===== config.mk =====
export PLATFORM = sky130hd
export DESIGN_NAME = axi_csr_responder
export DESIGN_NICKNAME = d
export VERILOG_FILES = /design/src/rtl/axi_csr_responder.sv
export SDC_FILE = /design/constraint.sdc
export NUM_CORES = 1
export LEC_CHECK = 0
export ABC_AREA = 1
export BUFFER_PORTS_ARGS = -buffer_cell sky130_fd_sc_hd__buf_2
export CAP_MARGIN = 0
export CORE_AREA = 2 2 297 299
export DETAILED_ROUTE_END_ITERATION = 8
export DIE_AREA = 0 0 299 301
export PLACE_DENSITY = 0.61
export SYNTH_ARGS = -nofsm -noshare
export SYNTH_HDL_FRONTEND = slang
export SYNTH_SLANG_ARGS = --single-unit

===== constraint.sdc =====
create_clock -name clk -period 5.66 [get_ports clk]
set_clock_uncertainty 0.05 [all_clocks]
set_input_delay 0.566 -clock clk [delete_from_list [all_inputs] [get_ports clk]]
set_output_delay 0.566 -clock clk [all_outputs]
set_load 0.03 [all_outputs]

===== src/rtl/axi_csr_responder.sv =====
// AXI4 slave register bank: N_REGS x 32-bit control/status registers with
// independent read and write state machines sharing one register array.
module axi_csr_responder #(
    parameter int                            S_AXI_DATA_WIDTH = 32,
    parameter int                            S_AXI_ADDR_WIDTH = 40,
    parameter int                            S_AXI_ID_WIDTH   = 6,
    parameter int                            N_REGS           = 16,
    parameter logic [S_AXI_ADDR_WIDTH-1:0]   BASE_ADDR        = 40'hA0000000
) (
    input  logic                                   clk,
    input  logic                                   rstn,

    input  logic [S_AXI_ID_WIDTH-1:0]              s_axi_awid,
    input  logic [S_AXI_ADDR_WIDTH-1:0]            s_axi_awaddr,
    input  logic [7:0]                             s_axi_awlen,
    input  logic [2:0]                             s_axi_awsize,
    input  logic [1:0]                             s_axi_awburst,
    input  logic                                   s_axi_awlock,
    input  logic [3:0]                             s_axi_awcache,
    input  logic [2:0]                             s_axi_awprot,
    input  logic                                   s_axi_awvalid,
    output logic                                   s_axi_awready,

    input  logic [S_AXI_DATA_WIDTH-1:0]            s_axi_wdata,
    input  logic [S_AXI_DATA_WIDTH/8-1:0]          s_axi_wstrb,
    input  logic                                   s_axi_wlast,
    input  logic                                   s_axi_wvalid,
    output logic                                   s_axi_wready,

    output logic [S_AXI_ID_WIDTH-1:0]              s_axi_bid,
    output logic [1:0]                             s_axi_bresp,
    output logic                                   s_axi_bvalid,
    input  logic                                   s_axi_bready,

    input  logic [S_AXI_ID_WIDTH-1:0]              s_axi_arid,
    input  logic [S_AXI_ADDR_WIDTH-1:0]            s_axi_araddr,
    input  logic [7:0]                             s_axi_arlen,
    input  logic [2:0]                             s_axi_arsize,
    input  logic [1:0]                             s_axi_arburst,
    input  logic                                   s_axi_arlock,
    input  logic [3:0]                             s_axi_arcache,
    input  logic [2:0]                             s_axi_arprot,
    input  logic                                   s_axi_arvalid,
    output logic                                   s_axi_arready,

    output logic [S_AXI_ID_WIDTH-1:0]              s_axi_rid,
    output logic [S_AXI_DATA_WIDTH-1:0]            s_axi_rdata,
    output logic [1:0]                             s_axi_rresp,
    output logic                                   s_axi_rlast,
    output logic                                   s_axi_rvalid,
    input  logic                                   s_axi_rready,

    output logic [N_REGS-1:0][S_AXI_DATA_WIDTH-1:0] reg_q,
    output logic [N_REGS-1:0]                      reg_wen
);

    localparam int AW = S_AXI_ADDR_WIDTH;
    localparam int DW = S_AXI_DATA_WIDTH;
    localparam int IW = (N_REGS > 1) ? $clog2(N_REGS) : 1;

    localparam logic [1:0] BURST_FIXED = 2'b00;
    localparam logic [1:0] RESP_OKAY   = 2'b00;
    localparam logic [1:0] RESP_SLVERR = 2'b10;
    localparam logic [2:0] SIZE_WORD   = 3'd2;

    typedef enum logic [1:0] {W_IDLE, W_DATA, W_RESP} w_state_t;
    typedef enum logic       {R_IDLE, R_DATA}         r_state_t;

    w_state_t w_state, w_next;
    r_state_t r_state, r_next;

    logic [N_REGS-1:0][DW-1:0] regs;

    // Write-channel context
    logic [S_AXI_ID_WIDTH-1:0] awid_q;
    logic [AW-1:0]             waddr_q;
    logic [7:0]                wlen_q;
    logic [2:0]                wsize_q;
    logic [1:0]                wburst_q;
    logic [8:0]                wcnt_q;
    logic                      werr_q;

    // Read-channel context
    logic [S_AXI_ID_WIDTH-1:0] rid_q;
    logic [AW-1:0]             raddr_q;
    logic [7:0]                rlen_q;
    logic [2:0]                rsize_q;
    logic [1:0]                rburst_q;
    logic [7:0]                rbeat_q;
    logic [DW-1:0]             rdata_q;
    logic [1:0]                rresp_q;

    logic aw_fire, w_fire, ar_fire, r_fire;

    logic          unused_attrs;
    assign unused_attrs = ^{s_axi_awlock, s_axi_awcache, s_axi_awprot,
                            s_axi_arlock, s_axi_arcache, s_axi_arprot};

    // ------------------------------------------------------------------
    // Address decode
    // ------------------------------------------------------------------
    logic [AW-1:0] wr_word;
    logic          wr_ok;
    logic [IW-1:0] wr_idx;
    logic [AW-1:0] wr_next_addr;

    assign wr_word      = (waddr_q - BASE_ADDR) >> 2;
    assign wr_ok        = (wsize_q == SIZE_WORD) && (waddr_q >= BASE_ADDR) &&
                          (wr_word < AW'(N_REGS));
    assign wr_idx       = wr_word[IW-1:0];
    assign wr_next_addr = (wburst_q == BURST_FIXED) ? waddr_q : waddr_q + AW'(4);

    // The read decoder looks at the AR address while idle and at the next
    // burst address while streaming, so rdata is always preloaded one beat ahead.
    logic [AW-1:0] rd_next_addr;
    logic [AW-1:0] rd_addr;
    logic [2:0]    rd_size;
    logic [AW-1:0] rd_word;
    logic          rd_ok;
    logic [IW-1:0] rd_idx;
    logic [DW-1:0] rd_data;
    logic [1:0]    rd_resp;

    assign rd_next_addr = (rburst_q == BURST_FIXED) ? raddr_q : raddr_q + AW'(4);
    assign rd_addr      = (r_state == R_IDLE) ? s_axi_araddr : rd_next_addr;
    assign rd_size      = (r_state == R_IDLE) ? s_axi_arsize : rsize_q;
    assign rd_word      = (rd_addr - BASE_ADDR) >> 2;
    assign rd_ok        = (rd_size == SIZE_WORD) && (rd_addr >= BASE_ADDR) &&
                          (rd_word < AW'(N_REGS));
    assign rd_idx       = rd_word[IW-1:0];
    assign rd_data      = rd_ok ? regs[rd_idx] : '0;
    assign rd_resp      = rd_ok ? RESP_OKAY : RESP_SLVERR;

    // ------------------------------------------------------------------
    // Write FSM
    // ------------------------------------------------------------------
    always_ff @(posedge clk or negedge rstn) begin
        if (!rstn) begin
            w_state <= W_IDLE;
        end else begin
            w_state <= w_next;
        end
    end

    // NOTE: every output of a combinational block gets a default first, so no path leaves it unassigned and no latch is inferred.
    always_comb begin
        w_next        = w_state;
        s_axi_awready = 1'b0;
        s_axi_wready  = 1'b0;
        s_axi_bvalid  = 1'b0;
        case (w_state)
            W_IDLE: begin
                s_axi_awready = 1'b1;
                if (s_axi_awvalid) w_next = W_DATA;
            end
            W_DATA: begin
                s_axi_wready = 1'b1;
                if (s_axi_wvalid && s_axi_wlast) w_next = W_RESP;
            end
            W_RESP: begin
                s_axi_bvalid = 1'b1;
                if (s_axi_bready) w_next = W_IDLE;
            end
            default: w_next = W_IDLE;
        endcase
    end

    assign aw_fire     = s_axi_awvalid && s_axi_awready;
    assign w_fire      = s_axi_wvalid && s_axi_wready;
    assign s_axi_bid   = awid_q;
    assign s_axi_bresp = (s_axi_bvalid && werr_q) ? RESP_SLVERR : RESP_OKAY;

    // NOTE: clocked state uses non-blocking assignments so every flop samples pre-edge values regardless of statement order.
    always_ff @(posedge clk or negedge rstn) begin
        if (!rstn) begin
            awid_q   <= '0;
            waddr_q  <= '0;
            wlen_q   <= '0;
            wsize_q  <= '0;
            wburst_q <= '0;
            wcnt_q   <= '0;
            werr_q   <= 1'b0;
        end else if (aw_fire) begin
            awid_q   <= s_axi_awid;
            waddr_q  <= s_axi_awaddr;
            wlen_q   <= s_axi_awlen;
            wsize_q  <= s_axi_awsize;
            wburst_q <= s_axi_awburst;
            wcnt_q   <= '0;
            werr_q   <= 1'b0;
        end else if (w_fire) begin
            waddr_q <= wr_next_addr;
            if (wcnt_q != '1) wcnt_q <= wcnt_q + 9'd1;
            // wcnt_q counts beats before this one, so a correct burst ends at wcnt_q == len
            werr_q  <= werr_q || !wr_ok || (s_axi_wlast && (wcnt_q != {1'b0, wlen_q}));
        end
    end

    // NOTE: the register array is reset explicitly because its contents are architecturally visible on reg_q from the first cycle.
    always_ff @(posedge clk or negedge rstn) begin
        if (!rstn) begin
            regs    <= '0;
            reg_wen <= '0;
        end else begin
            reg_wen <= '0;
            if (w_fire && wr_ok) begin
                for (int b = 0; b < DW / 8; b++) begin
                    if (s_axi_wstrb[b]) regs[wr_idx][8*b +: 8] <= s_axi_wdata[8*b +: 8];
                end
                reg_wen[wr_idx] <= |s_axi_wstrb;
            end
        end
    end

    assign reg_q = regs;

    // ------------------------------------------------------------------
    // Read FSM
    // ------------------------------------------------------------------
    always_ff @(posedge clk or negedge rstn) begin
        if (!rstn) begin
            r_state <= R_IDLE;
        end else begin
            r_state <= r_next;
        end
    end

    always_comb begin
        r_next        = r_state;
        s_axi_arready = 1'b0;
        s_axi_rvalid  = 1'b0;
        case (r_state)
            R_IDLE: begin
                s_axi_arready = 1'b1;
                if (s_axi_arvalid) r_next = R_DATA;
            end
            R_DATA: begin
                s_axi_rvalid = 1'b1;
                if (s_axi_rready && s_axi_rlast) r_next = R_IDLE;
            end
            default: r_next = R_IDLE;
        endcase
    end

    assign ar_fire     = s_axi_arvalid && s_axi_arready;
    assign r_fire      = s_axi_rvalid && s_axi_rready;
    assign s_axi_rlast = s_axi_rvalid && (rbeat_q == rlen_q);
    assign s_axi_rid   = rid_q;
    assign s_axi_rdata = rdata_q;
    assign s_axi_rresp = rresp_q;

    always_ff @(posedge clk or negedge rstn) begin
        if (!rstn) begin
            rid_q    <= '0;
            raddr_q  <= '0;
            rlen_q   <= '0;
            rsize_q  <= '0;
            rburst_q <= '0;
            rbeat_q  <= '0;
            rdata_q  <= '0;
            rresp_q  <= RESP_OKAY;
        end else if (ar_fire) begin
            rid_q    <= s_axi_arid;
            raddr_q  <= s_axi_araddr;
            rlen_q   <= s_axi_arlen;
            rsize_q  <= s_axi_arsize;
            rburst_q <= s_axi_arburst;
            rbeat_q  <= '0;
            rdata_q  <= rd_data;
            rresp_q  <= rd_resp;
        end else if (r_fire) begin
            if (s_axi_rlast) begin
                rdata_q <= '0;
                rresp_q <= RESP_OKAY;
            end else begin
                raddr_q <= rd_next_addr;
                rbeat_q <= rbeat_q + 8'd1;
                rdata_q <= rd_data;
                rresp_q <= rd_resp;
            end
        end
    end

endmodule

==> results by group <==
Global route
  • Grt total ovfl: 0
  • Pin count of the biggest net entering global routing: 168
  • Number of antenna violations at the first check in global routing: 5
  • Aggregate global-route resource usage: 32.2%
  • Wire length of the first global-routing pass: 219000 um
  • Number of global-route vias before repair: 32700

Cells and area
  • Fraction of final layout cells sized beyond drive strength 1: between 10% and 20%
  • Area of all sequential standard cells: 17400 um^2
  • Non-filler cells, final: 6436
  • Filler Cell Count: 8511
  • Post-layout net count: ~5400
  • Area of combinational cells with multiple inputs: 15600 um^2
  • Area added between synthesis and finish: 19.5%

Synthesis
  • Post-synthesis instance area: 36100 um^2
  • Prevailing post-synth register cell: dfrtp_1
  • Synth warnings: 0
  • Per-instance average area after synthesis: slightly below 8 um^2
  • Number of enable-type register cells in the synthesized netlist: 0
  • Cell taking the most area after synthesis: dfrtp_1
  • Async set-reset flop share out of synthesis: 100%
  • Count of state elements after synthesis: 696
  • Post-synth top area share: 48.2%
  • Top cells by area, synth: dfrtp_1, nand2_1, o21ai_0
  • Sequential fraction of the synthesis area: 48.2%
  • Number of standard cells after synthesis: 4658
  • Cell with the most instances after synthesis: nand2_1
  • Distinct cells, synth: 45
  • Synth cell count leaders: nand2_1, o21ai_0, dfrtp_1

Place
  • Final estimated routing congestion in global placement: 0.920
  • Count of buffers from port buffering: between 700 and 800
  • Post-DP HPWL: 104000 um
  • Placed insts: 6281

Power
  • Internal Power: 11.1 mW
  • Clock network fraction of total power: 27.8%
  • Pwr Density: 465 nW/um^2
  • Comb power frac: 43.3%
  • Worst ir drop on vdd: ~0.00066 V
  • Total leakage power: 22.3 nW
  • Power spent charging and discharging nets: about 9.0 mW
  • Power share of the sequential group: 28.9%
  • Switching fraction of total power: 44.9%

Timing
  • Share of the clock period used by the worst path after layout: 74.5%
  • Final-report max-slew violation count: 0
  • Min Tclk post-route: 4.22 ns
  • Relative slew slack: roughly a fifth
  • Count of final hold-check violations: 0
  • Total setup violations reported at the end of the flow: 0
  • Slew at the pin with the worst max-slew slack: between 1 and 1.5 ns
  • Max Clock Freq: 0.237 GHz
  • Setup repair after global routing missed its margin: no
  • Setup_tns: 0 ns

Setup path
  • CP max FO: 52
  • Biggest cell delay along the critical path: 1.09 ns
  • Chain of cells forming the critical path: inv_1 > ha_1 > nand4_1 > nor4_1 > nand3_1 > nor4_2 > nand3_2 > nor2_8 > nand2_4 > nor2_1 > o21ai_0
  • Highest-delay cell along the critical path: nor2_1
  • Element type at the critical path start: flip-flop
  • Sort of element at the end of the critical path: flip-flop
  • Data required time of the worst path: 6.07 ns
  • Worst EP arrival: about 4.6 ns
  • Type of the setup path with the least slack: flip-flop to flip-flop

CTS
  • Number of clock buffers inserted by TritonCTS: just over 80
  • # resized after CTS: 0
  • Hold buffer count at CTS: 1
  • CTS Sinks: 696
  • Clock Tree Root: clkbuf_16
  • Count of H-tree levels built during CTS: 3
  • Clock edge transition at the registers on the reported setup and hold paths: 0.06 ns
  • Clock latency on the worst-skew pair: 0.65 ns
  • Post-CTS setup repair buffer count: 0
  • Max Root-Sink Buffers: 3
  • CTS tree: yes

Floorplan
  • DIE AREA: roughly 90000 um^2
  • Height of the chip: ~300 um
  • Starting Density: 41.7%
  • Ports placed on the boundary: 760
  • Core outline area: 86500 um^2
  • Site row count: around 110
  • Chip width: approximately 300 um

Route
  • DR pass1 iterations: 8
  • Detail Route Antenna Nets: 0
  • Avg Vias per Cell: 5.50
  • Drt total wl: 149000 um
  • Final routed wire length divided by cell count: 23.1 um
  • Initial DRC count: approximately 3600
  • Count of vias placed by the detailed router: 35400
  • Residual DRC count: 0

Status
  • Run status: finished, final reports clean

Worst hold path
  • Min-Delay Path Class: input port to flip-flop

Run
  • Reported max-cap violation count: 0
## per-layer routing
| layer | part of all wire (%) | global-route usage [%] |
|---|---|---|
| met1 | 42 | 44.1 |
| met3 | 9.2 | 7.31 |
| met2 | 45 | 49.8 |
| met4 | 4.3 | 12.4 |
| met5 | 0.028 | 0 |
## sequential cells by signal (all words and copies together) (netlist names), 9 cells and up
register and count:
reg_wen 16, reg_q 512, wcnt_q 9, waddr_q 38, s_axi_rdata 32, raddr_q 38
## critical path, delay by kind of cell, from the launching register on
family | cells | cell delay [ns]
buffers and inverters | 1 | 0.10
AO/OA/AOI/OAI | 1 | 0.24
flip-flops | 1 | 0.47
AND/OR/NAND/NOR | 8 | 2.84
adder cells (fa/ha/maj) | 1 | 0.29
## final timing paths
| kind | start | to | slack [ns] | cells past startpoint |
|---|---|---|---|---|
| max | waddr_q[29] | reg_q[62] | 1.44 | 11 |
| min | s_axi_awid[1] | s_axi_bid[1] | 0.06 | 3 |
| max reg2reg | waddr_q[29] | reg_q[62] | 1.44 | 11 |
| min reg2reg | s_axi_rid[3] | s_axi_rid[3] | 0.41 | 2 |
| max in group asynchronous | rstn | raddr_q[23] | 3.64 | 3 |
| min in group asynchronous | rstn | reg_q[391] | 0.50 | 2 |
## cell type report
class	count	share of cell area (%)
Timing Repair Buffer	786	9.72
Tap cell	1155	3.35
Multi-Input combinational cell	3223	36.3
Antenna cell	1	0.00580
Clock inverter	36	0.931
Sequential cell	696	40.4
Clock buffer	117	5.65
Inverter	422	3.68
## stage by stage
| step | util (%) | setup WS (ns) | power (mW) | area, um^2 | hold WS [ns] |
|---|---|---|---|---|---|
| after floorplan | - | 2.01 | 11.5 | 36100 | 0.220 |
| after global placement | 46.6 | 1.54 | 14.4 | 40300 | 0.398 |
| after detailed placement | 46.6 | 1.48 | 14.4 | 40300 | 0.404 |
| after CTS | 49.9 | 1.42 | 20.0 | 43100 | 0.0271 |
| after global routing | 49.9 | 1.08 | 21.1 | 43100 | 0.0490 |
| final | 49.9 | 1.44 | 20.1 | 43100 | 0.0584 |
## cells in the final DEF (no fill, tap or decap), types with 13 or more instances in the layout
cell type	count
nand2_1	1419
buf_2	736
o21ai_0	704
dfrtp_1	696
inv_1	415
nand3_1	271
o211ai_1	206
nor2_1	194
a21oi_1	111
clkbuf_16	83
nor3_1	41
xor2_1	39
buf_4	38
a31oi_1	37
o22ai_1	35
nand4_1	31
nor2_8	25
clkbuf_8	23
clkinv_2	19
nor4_1	18
nor2_2	13
## cells by family (layout without fill, tap and decap cells)
| group | Yosys count | count (layout) | share of synthesized area (%) |
|---|---|---|---|
| other | 1 | 3 | 0.0104 |
| adders and majority gates | 11 | 11 | 0.381 |
| buffers and inverters | 740 | 1361 | 8.70 |
| AOI/OAI and AO/OA | 1111 | 1111 | 17.2 |
| DFF | 696 | 696 | 48.2 |
| and+or+nand+nor | 2057 | 2057 | 24.5 |
| xor gates and xnor gates | 42 | 42 | 1.02 |
## power by group through the flow
| stage | Combinational [mW] | Sequential [mW] | Clock, mW |
|---|---|---|---|
| after global placement | 8.50 | 5.87 | 0 |
| after detailed placement | 8.54 | 5.87 | 0 |
| after CTS | 8.57 | 5.79 | 5.65 |
| after floorplan | 5.67 | 5.84 | 0 |
| after global routing | 9.41 | 5.85 | 5.87 |
| final | 8.68 | 5.80 | 5.58 |
Power figures use the tool's default switching activity.
